[src/rtl/mrelbp_r2_window_feeder_pkg.sv]
// Shared constants and state encoding for the MRELBP CI R2 window feeder.
// The window height sets both the number of line buffers and the output column width.
package mrelbp_r2_window_feeder_pkg;

    localparam int PIX_W = 8;
    localparam int WIN_H = 5;

    typedef enum logic [1:0] {
        IDLE   = 2'd0,
        FILL   = 2'd1,
        STREAM = 2'd2
    } state_t;

endpackage

[src/rtl/mrelbp_r2_window_feeder_if.sv]
// Pixel-in / column-out bundle between the pixel source and the CI R2 stage.
// The feeder sits on the slave side: it takes pixels and produces the S1..S5 columns.
interface mrelbp_r2_window_feeder_if;
    import mrelbp_r2_window_feeder_pkg::*;

    logic             sof_i;
    logic             done_i;
    logic [PIX_W-1:0] data_i;
    logic [PIX_W-1:0] S1;
    logic [PIX_W-1:0] S2;
    logic [PIX_W-1:0] S3;
    logic [PIX_W-1:0] S4;
    logic [PIX_W-1:0] S5;
    logic             done_o;
    logic             progress_done_o;

    modport master (
        output sof_i, done_i, data_i,
        input  S1, S2, S3, S4, S5, done_o, progress_done_o
    );

    modport slave (
        input  sof_i, done_i, data_i,
        output S1, S2, S3, S4, S5, done_o, progress_done_o
    );

endinterface

[src/rtl/mrelbp_r2_window_feeder_r2_line_buffer.sv]
// One image-row delay line: q is the pixel accepted exactly DEPTH enabled shifts ago.
// Contents are cleared on reset only so simulation starts deterministic; the fill phase rewrites them.
module r2_line_buffer
    import mrelbp_r2_window_feeder_pkg::*;
#(
    parameter int DEPTH = 7
) (
    input  logic             clk,
    input  logic             rst,
    input  logic             en,
    input  logic [PIX_W-1:0] d,
    output logic [PIX_W-1:0] q
);

    logic [DEPTH-1:0][PIX_W-1:0] r_sr;

    always_ff @(posedge clk or negedge rst) begin
        if (!rst) begin
            r_sr <= '0;
        end else if (en) begin
            r_sr <= {r_sr[DEPTH-2:0], d};
        end
    end

    assign q = r_sr[DEPTH-1];

endmodule

[src/rtl/mrelbp_r2_window_feeder.sv]
// Turns a raster pixel stream into 5-row vertical columns for the MRELBP CI R2 stage.
// Rows 0..3 only prime the line buffers; every pixel from row 4 on yields one column a cycle later.
module mrelbp_r2_window_feeder
    import mrelbp_r2_window_feeder_pkg::*;
#(
    parameter int COLS = 7,
    parameter int ROWS = 7
) (
    input logic                      clk,
    input logic                      rst,
    mrelbp_r2_window_feeder_if.slave bus
);

    localparam int CW            = $clog2(COLS);
    localparam int RW            = $clog2(ROWS);
    localparam int NBUF          = WIN_H - 1;
    localparam int LAST_FILL_ROW = WIN_H - 2;

    state_t                      r_state, w_stateNext;
    logic [CW-1:0]               r_colCnt, w_colNext, w_effCol;
    logic [RW-1:0]               r_rowCnt, w_rowNext, w_effRow;
    logic                        w_emit, w_last;
    logic [WIN_H-1:0][PIX_W-1:0] w_chain;
    logic [WIN_H-1:0][PIX_W-1:0] r_s;
    logic                        r_doneO, r_progress;

    // w_chain[WIN_H-1] is the live pixel; w_chain[0] is the oldest row (r-4).
    assign w_chain[WIN_H-1] = bus.data_i;

    genvar k;
    generate
        for (k = 0; k < NBUF; k++) begin : g_lb
            r2_line_buffer #(.DEPTH(COLS)) u_lb (
                .clk (clk),
                .rst (rst),
                .en  (bus.done_i),
                .d   (w_chain[k+1]),
                .q   (w_chain[k])
            );
        end
    endgenerate

    always_ff @(posedge clk or negedge rst) begin
        if (!rst) begin
            r_state  <= IDLE;
            r_colCnt <= '0;
            r_rowCnt <= '0;
        end else begin
            r_state  <= w_stateNext;
            r_colCnt <= w_colNext;
            r_rowCnt <= w_rowNext;
        end
    end

    // A start-of-frame pixel, or the first pixel seen in IDLE, is always row 0 / col 0.
    always_comb begin
        w_stateNext = r_state;
        w_colNext   = r_colCnt;
        w_rowNext   = r_rowCnt;
        w_effCol    = r_colCnt;
        w_effRow    = r_rowCnt;
        w_emit      = 1'b0;
        w_last      = 1'b0;
        if (bus.done_i) begin
            if (bus.sof_i || r_state == IDLE) begin
                w_effCol = '0;
                w_effRow = '0;
            end
            w_emit = (r_state == STREAM) && !bus.sof_i;
            if (w_effCol == CW'(COLS - 1)) begin
                w_colNext = '0;
                if (w_effRow == RW'(ROWS - 1)) begin
                    w_rowNext   = '0;
                    w_stateNext = IDLE;
                    w_last      = w_emit;
                end else begin
                    w_rowNext   = w_effRow + RW'(1);
                    w_stateNext = (w_effRow == RW'(LAST_FILL_ROW)) ? STREAM : FILL;
                    if (w_effRow > RW'(LAST_FILL_ROW)) w_stateNext = STREAM;
                end
            end else begin
                w_colNext = w_effCol + CW'(1);
                w_rowNext = w_effRow;
                if (bus.sof_i || r_state == IDLE) w_stateNext = FILL;
            end
        end
    end

    always_ff @(posedge clk or negedge rst) begin
        if (!rst) begin
            r_s        <= '0;
            r_doneO    <= 1'b0;
            r_progress <= 1'b0;
        end else begin
            r_doneO    <= w_emit;
            r_progress <= w_last;
            if (w_emit) r_s <= w_chain;
        end
    end

    assign bus.S1              = r_s[0];
    assign bus.S2              = r_s[1];
    assign bus.S3              = r_s[2];
    assign bus.S4              = r_s[3];
    assign bus.S5              = r_s[4];
    assign bus.done_o          = r_doneO;
    assign bus.progress_done_o = r_progress;

endmodule

[src/flat_wrapper.sv]
// flat-port wrapper written by rule: the top's interface ports become plain ports
module mrelbp_r2_window_feeder_flat import mrelbp_r2_window_feeder_pkg::*;
#(
    parameter int COLS = 7,
    parameter int ROWS = 7
)
  (clk, rst, bus_sof_i, bus_done_i, bus_data_i, bus_S1, bus_S2, bus_S3, bus_S4, bus_S5, bus_done_o, bus_progress_done_o);
  mrelbp_r2_window_feeder_if bus_i ();
  input logic clk;
  input logic rst;
  input wire logic [$bits(bus_i.sof_i)-1:0] bus_sof_i;
  input wire logic [$bits(bus_i.done_i)-1:0] bus_done_i;
  input wire logic [$bits(bus_i.data_i)-1:0] bus_data_i;
  output wire logic [$bits(bus_i.S1)-1:0] bus_S1;
  output wire logic [$bits(bus_i.S2)-1:0] bus_S2;
  output wire logic [$bits(bus_i.S3)-1:0] bus_S3;
  output wire logic [$bits(bus_i.S4)-1:0] bus_S4;
  output wire logic [$bits(bus_i.S5)-1:0] bus_S5;
  output wire logic [$bits(bus_i.done_o)-1:0] bus_done_o;
  output wire logic [$bits(bus_i.progress_done_o)-1:0] bus_progress_done_o;
  assign bus_i.sof_i = bus_sof_i;
  assign bus_i.done_i = bus_done_i;
  assign bus_i.data_i = bus_data_i;
  assign bus_S1 = bus_i.S1;
  assign bus_S2 = bus_i.S2;
  assign bus_S3 = bus_i.S3;
  assign bus_S4 = bus_i.S4;
  assign bus_S5 = bus_i.S5;
  assign bus_done_o = bus_i.done_o;
  assign bus_progress_done_o = bus_i.progress_done_o;
  mrelbp_r2_window_feeder #(.COLS(COLS), .ROWS(ROWS)) u_core (.clk(clk), .rst(rst), .bus(bus_i));
endmodule
[config.mk]
export PLATFORM = sky130hd
export DESIGN_NAME = mrelbp_r2_window_feeder_flat
export DESIGN_NICKNAME = d
export VERILOG_FILES = /design/src/rtl/mrelbp_r2_window_feeder_pkg.sv /design/src/rtl/mrelbp_r2_window_feeder_if.sv /design/src/rtl/mrelbp_r2_window_feeder_r2_line_buffer.sv /design/src/rtl/mrelbp_r2_window_feeder.sv /design/src/flat_wrapper.sv
export SDC_FILE = /design/constraint.sdc
export NUM_CORES = 1
export LEC_CHECK = 0
export ABC_AREA = 0
export CAP_MARGIN = 20
export CORE_ASPECT_RATIO = 0.8
export CORE_MARGIN = 2
export CORE_UTILIZATION = 30
export DETAILED_ROUTE_END_ITERATION = 8
export GPL_TIMING_DRIVEN = 0
export PLACE_DENSITY_LB_ADDON = 0.3
export SETUP_SLACK_MARGIN = 0.15
export SLEW_MARGIN = 10
export SYNTH_ARGS = -nofsm -noshare
export SYNTH_HDL_FRONTEND = slang
export SYNTH_HIERARCHICAL = 1
export SYNTH_SLANG_ARGS = --single-unit
[constraint.sdc]
create_clock -name clk -period 4.2 [get_ports clk]
set_input_delay 0.42 -clock clk [delete_from_list [all_inputs] [get_ports clk]]
set_output_delay 0.42 -clock clk [all_outputs]
set_load 0.005 [all_outputs]
* Word-level counts from Yosys, hierarchy flattened
Index checks and enable logic that the tools add are counted.
Word-level totals: bits in registers 274, bits in latches 0, bits in writable memories 0, memory bits (read-only) 0, bits of input ports 12, output and inout port bits 42, word-level logic and storage cells 67, memories kept 0
Cells by class: add/sub/neg operators 2, multipliers 0, divide/modulo/power cells 0, order comparisons 1, equality and inequality tests 4, shift-type cells 0, mux-type cells 16, bitwise operators 0, reductions and logical operators 6
Operators with widths (count):
- 3-bit 2-to-1 mux | 7
- 2-bit 2-to-1 mux | 5
- 3-bit by 1-bit adder with 3-bit output, second input constant | 2
- 3-bit == test, second input constant | 2
- 1-bit 2-to-1 mux | 4
- 3-bit by 2-bit == test with 1-bit output, second input constant | 1
- 3-bit by 2-bit > comparator with 1-bit output, second input constant | 1
- 2-bit == test, second input constant | 1
- 2-bit logical NOT | 1
- 2-bit AND reduction | 1
- 2-bit nonzero test | 1
- 1-bit logical AND | 1
- 1-bit logical NOT | 1
- 1-bit logical OR | 1

* Depth between registers and ports, before layout
depth after elaboration 9, mapped depth 5, mapped depth without buffers 3

* Modules after synthesis
The synthesis kept the hierarchy.
Modules (own cells, without submodules):
- r2_line_buffer | instances 4, cells each 126, area an instance 2303.5 um2, seq. area each 1401.3 um2
- mrelbp_r2_window_feeder | instances 1, cells each 141, area an instance 2031.9 um2, seq. area each 1251.2 um2

* Least setup slack after synthesis
Ideal clock, no wire load.
path kind input-to-reg, from in bus_sof_i, to reg u_core.r_s (netlist bit u_core/bus.S5[4]), setup time 0.125 ns, data arrival time 1.340 ns, data required time 4.075 ns, path slack 2.735 ns, stages 4, buffers on the path 2, path through nor4bb_1 -> buf_2 -> buf_4 -> mux2_2
On the way: word-level cells in the longest chain between the ends 3
Ends and longest elaborated chain:
- start, declared | line flat_wrapper.sv:11 | input wire logic [$bits(bus_i.sof_i)-1:0] bus_sof_i;
- 1-bit logical NOT | line mrelbp_r2_window_feeder.sv:69 | w_emit = (r_state == STREAM) && !bus.sof_i;
- 1-bit logical AND | line mrelbp_r2_window_feeder.sv:69
- 1-bit 2-to-1 mux | line mrelbp_r2_window_feeder.sv:64 | if (bus.done_i) begin
- end signal, assigned | line mrelbp_r2_window_feeder.sv:97 | if (w_emit) r_s <= w_chain;
- end, declared | line mrelbp_r2_window_feeder.sv:24 | logic [WIN_H-1:0][PIX_W-1:0] r_s;
Every way passes these cells. A chain may end at the register's enable or synchronous reset.

* Worst setup path after layout
from in bus_done_i, to reg u_core.r_s (netlist bit u_core/bus.S4[3])
On the way: word-level cells in the longest chain between the ends 1
Ends and longest elaborated chain:
- start, declared | line flat_wrapper.sv:12 | input wire logic [$bits(bus_i.done_i)-1:0] bus_done_i;
- 1-bit 2-to-1 mux | line mrelbp_r2_window_feeder.sv:64
Every way passes these cells.

==> impl_metrics.py <==
metrics = {
    "power": {
        "switching_power_mw": 1.92,
        "switching_share_pct": 23.4,
        "vdd.ir_drop.worst_uv": 312,
        "intPower_mw": 6.28,
        "leakagePower_nw": 6.32,
        "p_per_area_nw_per_um2": 614,
        "p_comb_share_pct": 21.1,
        "seqPwrFrac_pct": 49.6,
        "clkPwrFrac_pct": 29.4,
    },
    "clock_tree": {
        "cts_buffers": 28,
        "ctsHoldBuffers": 1,
        "post_cts_resized": 0,
        "htree_levels": 1,
        "tritoncts": "yes",
        "cts.reportedPaths.clkPinSlew_ps": 60,
        "clock_sinks": 274,
        "post-cts-setup-buffers": 0,
        "clk_latency_ps": 540,
        "clk_path_buf_depth": 3,
        "cts-root-buf": "clkbuf_16",
    },
    "synthesis": {
        "netlist_area_um2": 11200,
        "ys_async_sr_fraction_pct": 100,
        "syn_nets": 657,
        "ys_types": 34,
        "synth_cells": 645,
        "yosys_warnings": 6,
        "ys.flop_type": "dfrtp_1",
        "synth_edf_count": 0,
        "yosysSeqAreaShare_pct": 61.0,
        "syn-mean-instance-area_um2": 17.4,
        "ys_ff_latch": 274,
    },
    "global_route": {
        "grt_pass1_wl_um": 30500,
        "met1_usage_pct": 14.3,
        "grt_pass1_vias": 5658,
        "grt.met2_usage_pct": 13.9,
        "grt.total_usage_pct": 9.67,
        "grt_max_degree": 103,
        "overflow": 0,
        "antenna_found_initial": 0,
        "busiest_layer": "met1",
        "grt_util_met3_pct": 2.44,
    },
    "route": {
        "wirelength_um": 18000,
        "drtIter0Drc": 204,
        "firstDrtPassIters": 4,
        "num_vias": 5251,
        "wl_per_cell_um": 14.5,
        "ant_nets": 0,
        "via_per_inst": 4.24,
        "drcViolationCount": 0,
    },
    "sta": {
        "drv_slew": 0,
        "hold_viol": 0,
        "setup_violations": 0,
        "setup_ws_ps": 2140,
        "tightest_slew_ps": 758,
        "clock_skew_ps": 12.8,
        "timing.final.crit_share_pct": 49.0,
        "slew_headroom_pct": 49.5,
        "grt_setup_unrepaired": "false",
        "timing.fmax_ghz": 0.486,
        "period_minus_slack_ps": 2060,
    },
    "worst_hold_path": {
        "hp-class": "flop to flop",
    },
    "die": {
        "die_h_um": 177,
        "fp.dieW_um": 220,
        "row_count": 63,
        "core-area_um2": 37000,
        "ioPinCount": 54,
        "die_area_um2": 39100,
        "start_util_pct": 30.4,
    },
    "critical_path": {
        "path_max_fanout": 11,
        "worst_ep_arrival_time_ps": 2490,
        "cp.required_ps": 4630,
        "crit_slowest_cell": "clkdlybuf4s50_1",
        "crit_type": "primary input to flop",
        "path_buf_inv": 3,
        "end_kind": "flop",
        "start_kind": "primary input",
        "slowest_delay_ps": 840,
        "crit_family": "buffers and inverters",
        "cp_cell_sequence": "clkdlybuf4s50_1 > nor4bb_1 > buf_2 > buf_4 > mux2_2",
    },
    "place": {
        "place.port_buffers": 53,
        "gp_congestion": 0.704,
        "dp_hpwl_um": 11300,
        "dp_slack_ps": 1520,
        "placed_cells": 1187,
    },
    "run_status": {
        "status": "complete, no violations",
    },
    "layout": {
        "layout.nets": 743,
        "layout-drive-gt1-share_pct": 47.9,
        "antenna_cells": 0,
        "seq_area_um2": 6860,
        "nFillCells": 3475,
        "multiInputGateArea_um2": 3840,
        "final_cells": 1237,
        "area_growth_pct": 18.7,
    },
    "flow_run": {
        "max_cap_violations": 0,
    },
}
-- stage by stage --
step | instance area (µm²) | hold WS [ps] | setup TNS (ps) | utilization, % | power [mW]
final | 13400 | 484 | 0 | 36.1 | 8.20
after CTS | 13400 | 475 | 0 | 36.1 | 8.35
after floorplan | 11200 | 124 | 0 | - | 5.45
after detailed placement | 12400 | 476 | 0 | 33.7 | 5.86
after global placement | 12400 | 466 | -2576510 | 33.5 | 5.82
after global routing | 13400 | 496 | 0 | 36.1 | 8.70
-- power groups by stage --
stage               Sequential [mW]  Combinational [mW]  Clock, mW
finish                         4.07                1.73       2.41
global route                   4.20                1.87       2.63
CTS                            4.08                1.75       2.51
detailed placement             4.12                1.74          0
global placement               4.12                1.70          0
floorplan                      3.94                1.51          0
-- state kept, by name, summed over array words and instances, names as in the netlist --
name and flops:
u_core/r_state 2, u_core/bus.done_o 1, u_core/bus.S5 8, u_core/g_lb.u_lb/q 32
u_core/r_colCnt 3, u_core/r_rowCnt 3, u_core/bus.S3 8, u_core/g_lb.u_lb/r_sr 192
u_core/bus.S4 8, u_core/bus.S2 8, u_core/bus.progress_done_o 1, u_core/bus.S1 8
-- cell families after synthesis --
kind of cell	Yosys count	share of synthesized area, %
flip-flops	274	61.0
multiplexers	265	31.9
AND/OR/NAND/NOR	18	1.05
AO/OA/AOI/OAI	21	1.25
buffers and inverters	67	4.86
-- cell usage after synthesis (2+ instances only) --
cell type	n	area, µm²
o21ai_0	5	25.0
buf_6	21	236
dfrtp_1	274	6860
mux2_2	91	1020
buf_4	35	263
nor2_1	3	11.3
nand2_1	2	7.51
a21o_1	3	22.5
clkbuf_1	3	11.3
a31oi_1	3	18.8
a21oi_1	3	15.0
inv_1	2	7.51
mux2_1	14	158
mux2_4	160	2400
nand3_1	2	10.0
nor2b_1	2	12.5
buf_2	5	25.0
-- worst reg2reg max path: cells and delay by family (launching register included) --
family        cells  cell delay [ps]
buf+inv           2              510
mux               1              370
simple gates      1              270
flops             1              440
-- final timing paths --
| check | from | endpoint | slack [ps] | cells past startpoint |
|---|---|---|---|---|
| worst max-delay path | bus_done_i | u_core/bus.S4[3] | 2140 | 5 |
| worst max register to register | u_core/r_state[0] | u_core/bus.S4[3] | 2490 | 4 |
| max in group asynchronous | rst | u_core/bus.S1[5] | 2740 | 3 |
| worst min-delay path | u_core/bus.S2[3] | u_core/bus.S2[3] | 480 | 1 |
| min in group asynchronous | rst | u_core/g_lb[1].u_lb/r_sr[12] | 520 | 2 |
| worst min register to register | u_core/bus.S2[3] | u_core/bus.S2[3] | 480 | 1 |
-- routing by layer --
metal	part of all wire, %	vias up
met1	51	2713
li1	-	2426
met4	2.5	0
met2	42	72
met3	4.0	40
met5	0	-
-- cells in the final DEF (no fill, tap or decap), types with 2 or more instances in the layout --
cell type | netlist | layout
clkbuf_1 | 3 | 12
nor2b_1 | 2 | 2
mux2_1 | 14 | 14
dfrtp_1 | 274 | 274
buf_16 | 0 | 2
clkdlybuf4s50_1 | 0 | 52
a21o_1 | 3 | 3
mux2_4 | 160 | 160
a21oi_1 | 3 | 3
nand3_1 | 2 | 2
buf_6 | 21 | 21
clkbuf_16 | 0 | 29
o21ai_0 | 5 | 5
nand2_1 | 2 | 2
a31oi_1 | 3 | 3
buf_2 | 5 | 5
clkinv_2 | 0 | 3
inv_1 | 2 | 2
mux2_2 | 91 | 91
clkbuf_8 | 0 | 6
nor2_1 | 3 | 3
buf_4 | 35 | 35
-- cell type report --
class / count / area share, %
clock inverters: 5 / 0.394
clock buffers: 44 / 6.31
flip-flops and latches: 274 / 51.4
inverters: 3 / 0.0843
well taps: 487 / 4.56
plain buffers: 64 / 4.01
repair buffers: 56 / 4.50
multi-input cells: 304 / 28.8
(Power assumes the default switching activity.)
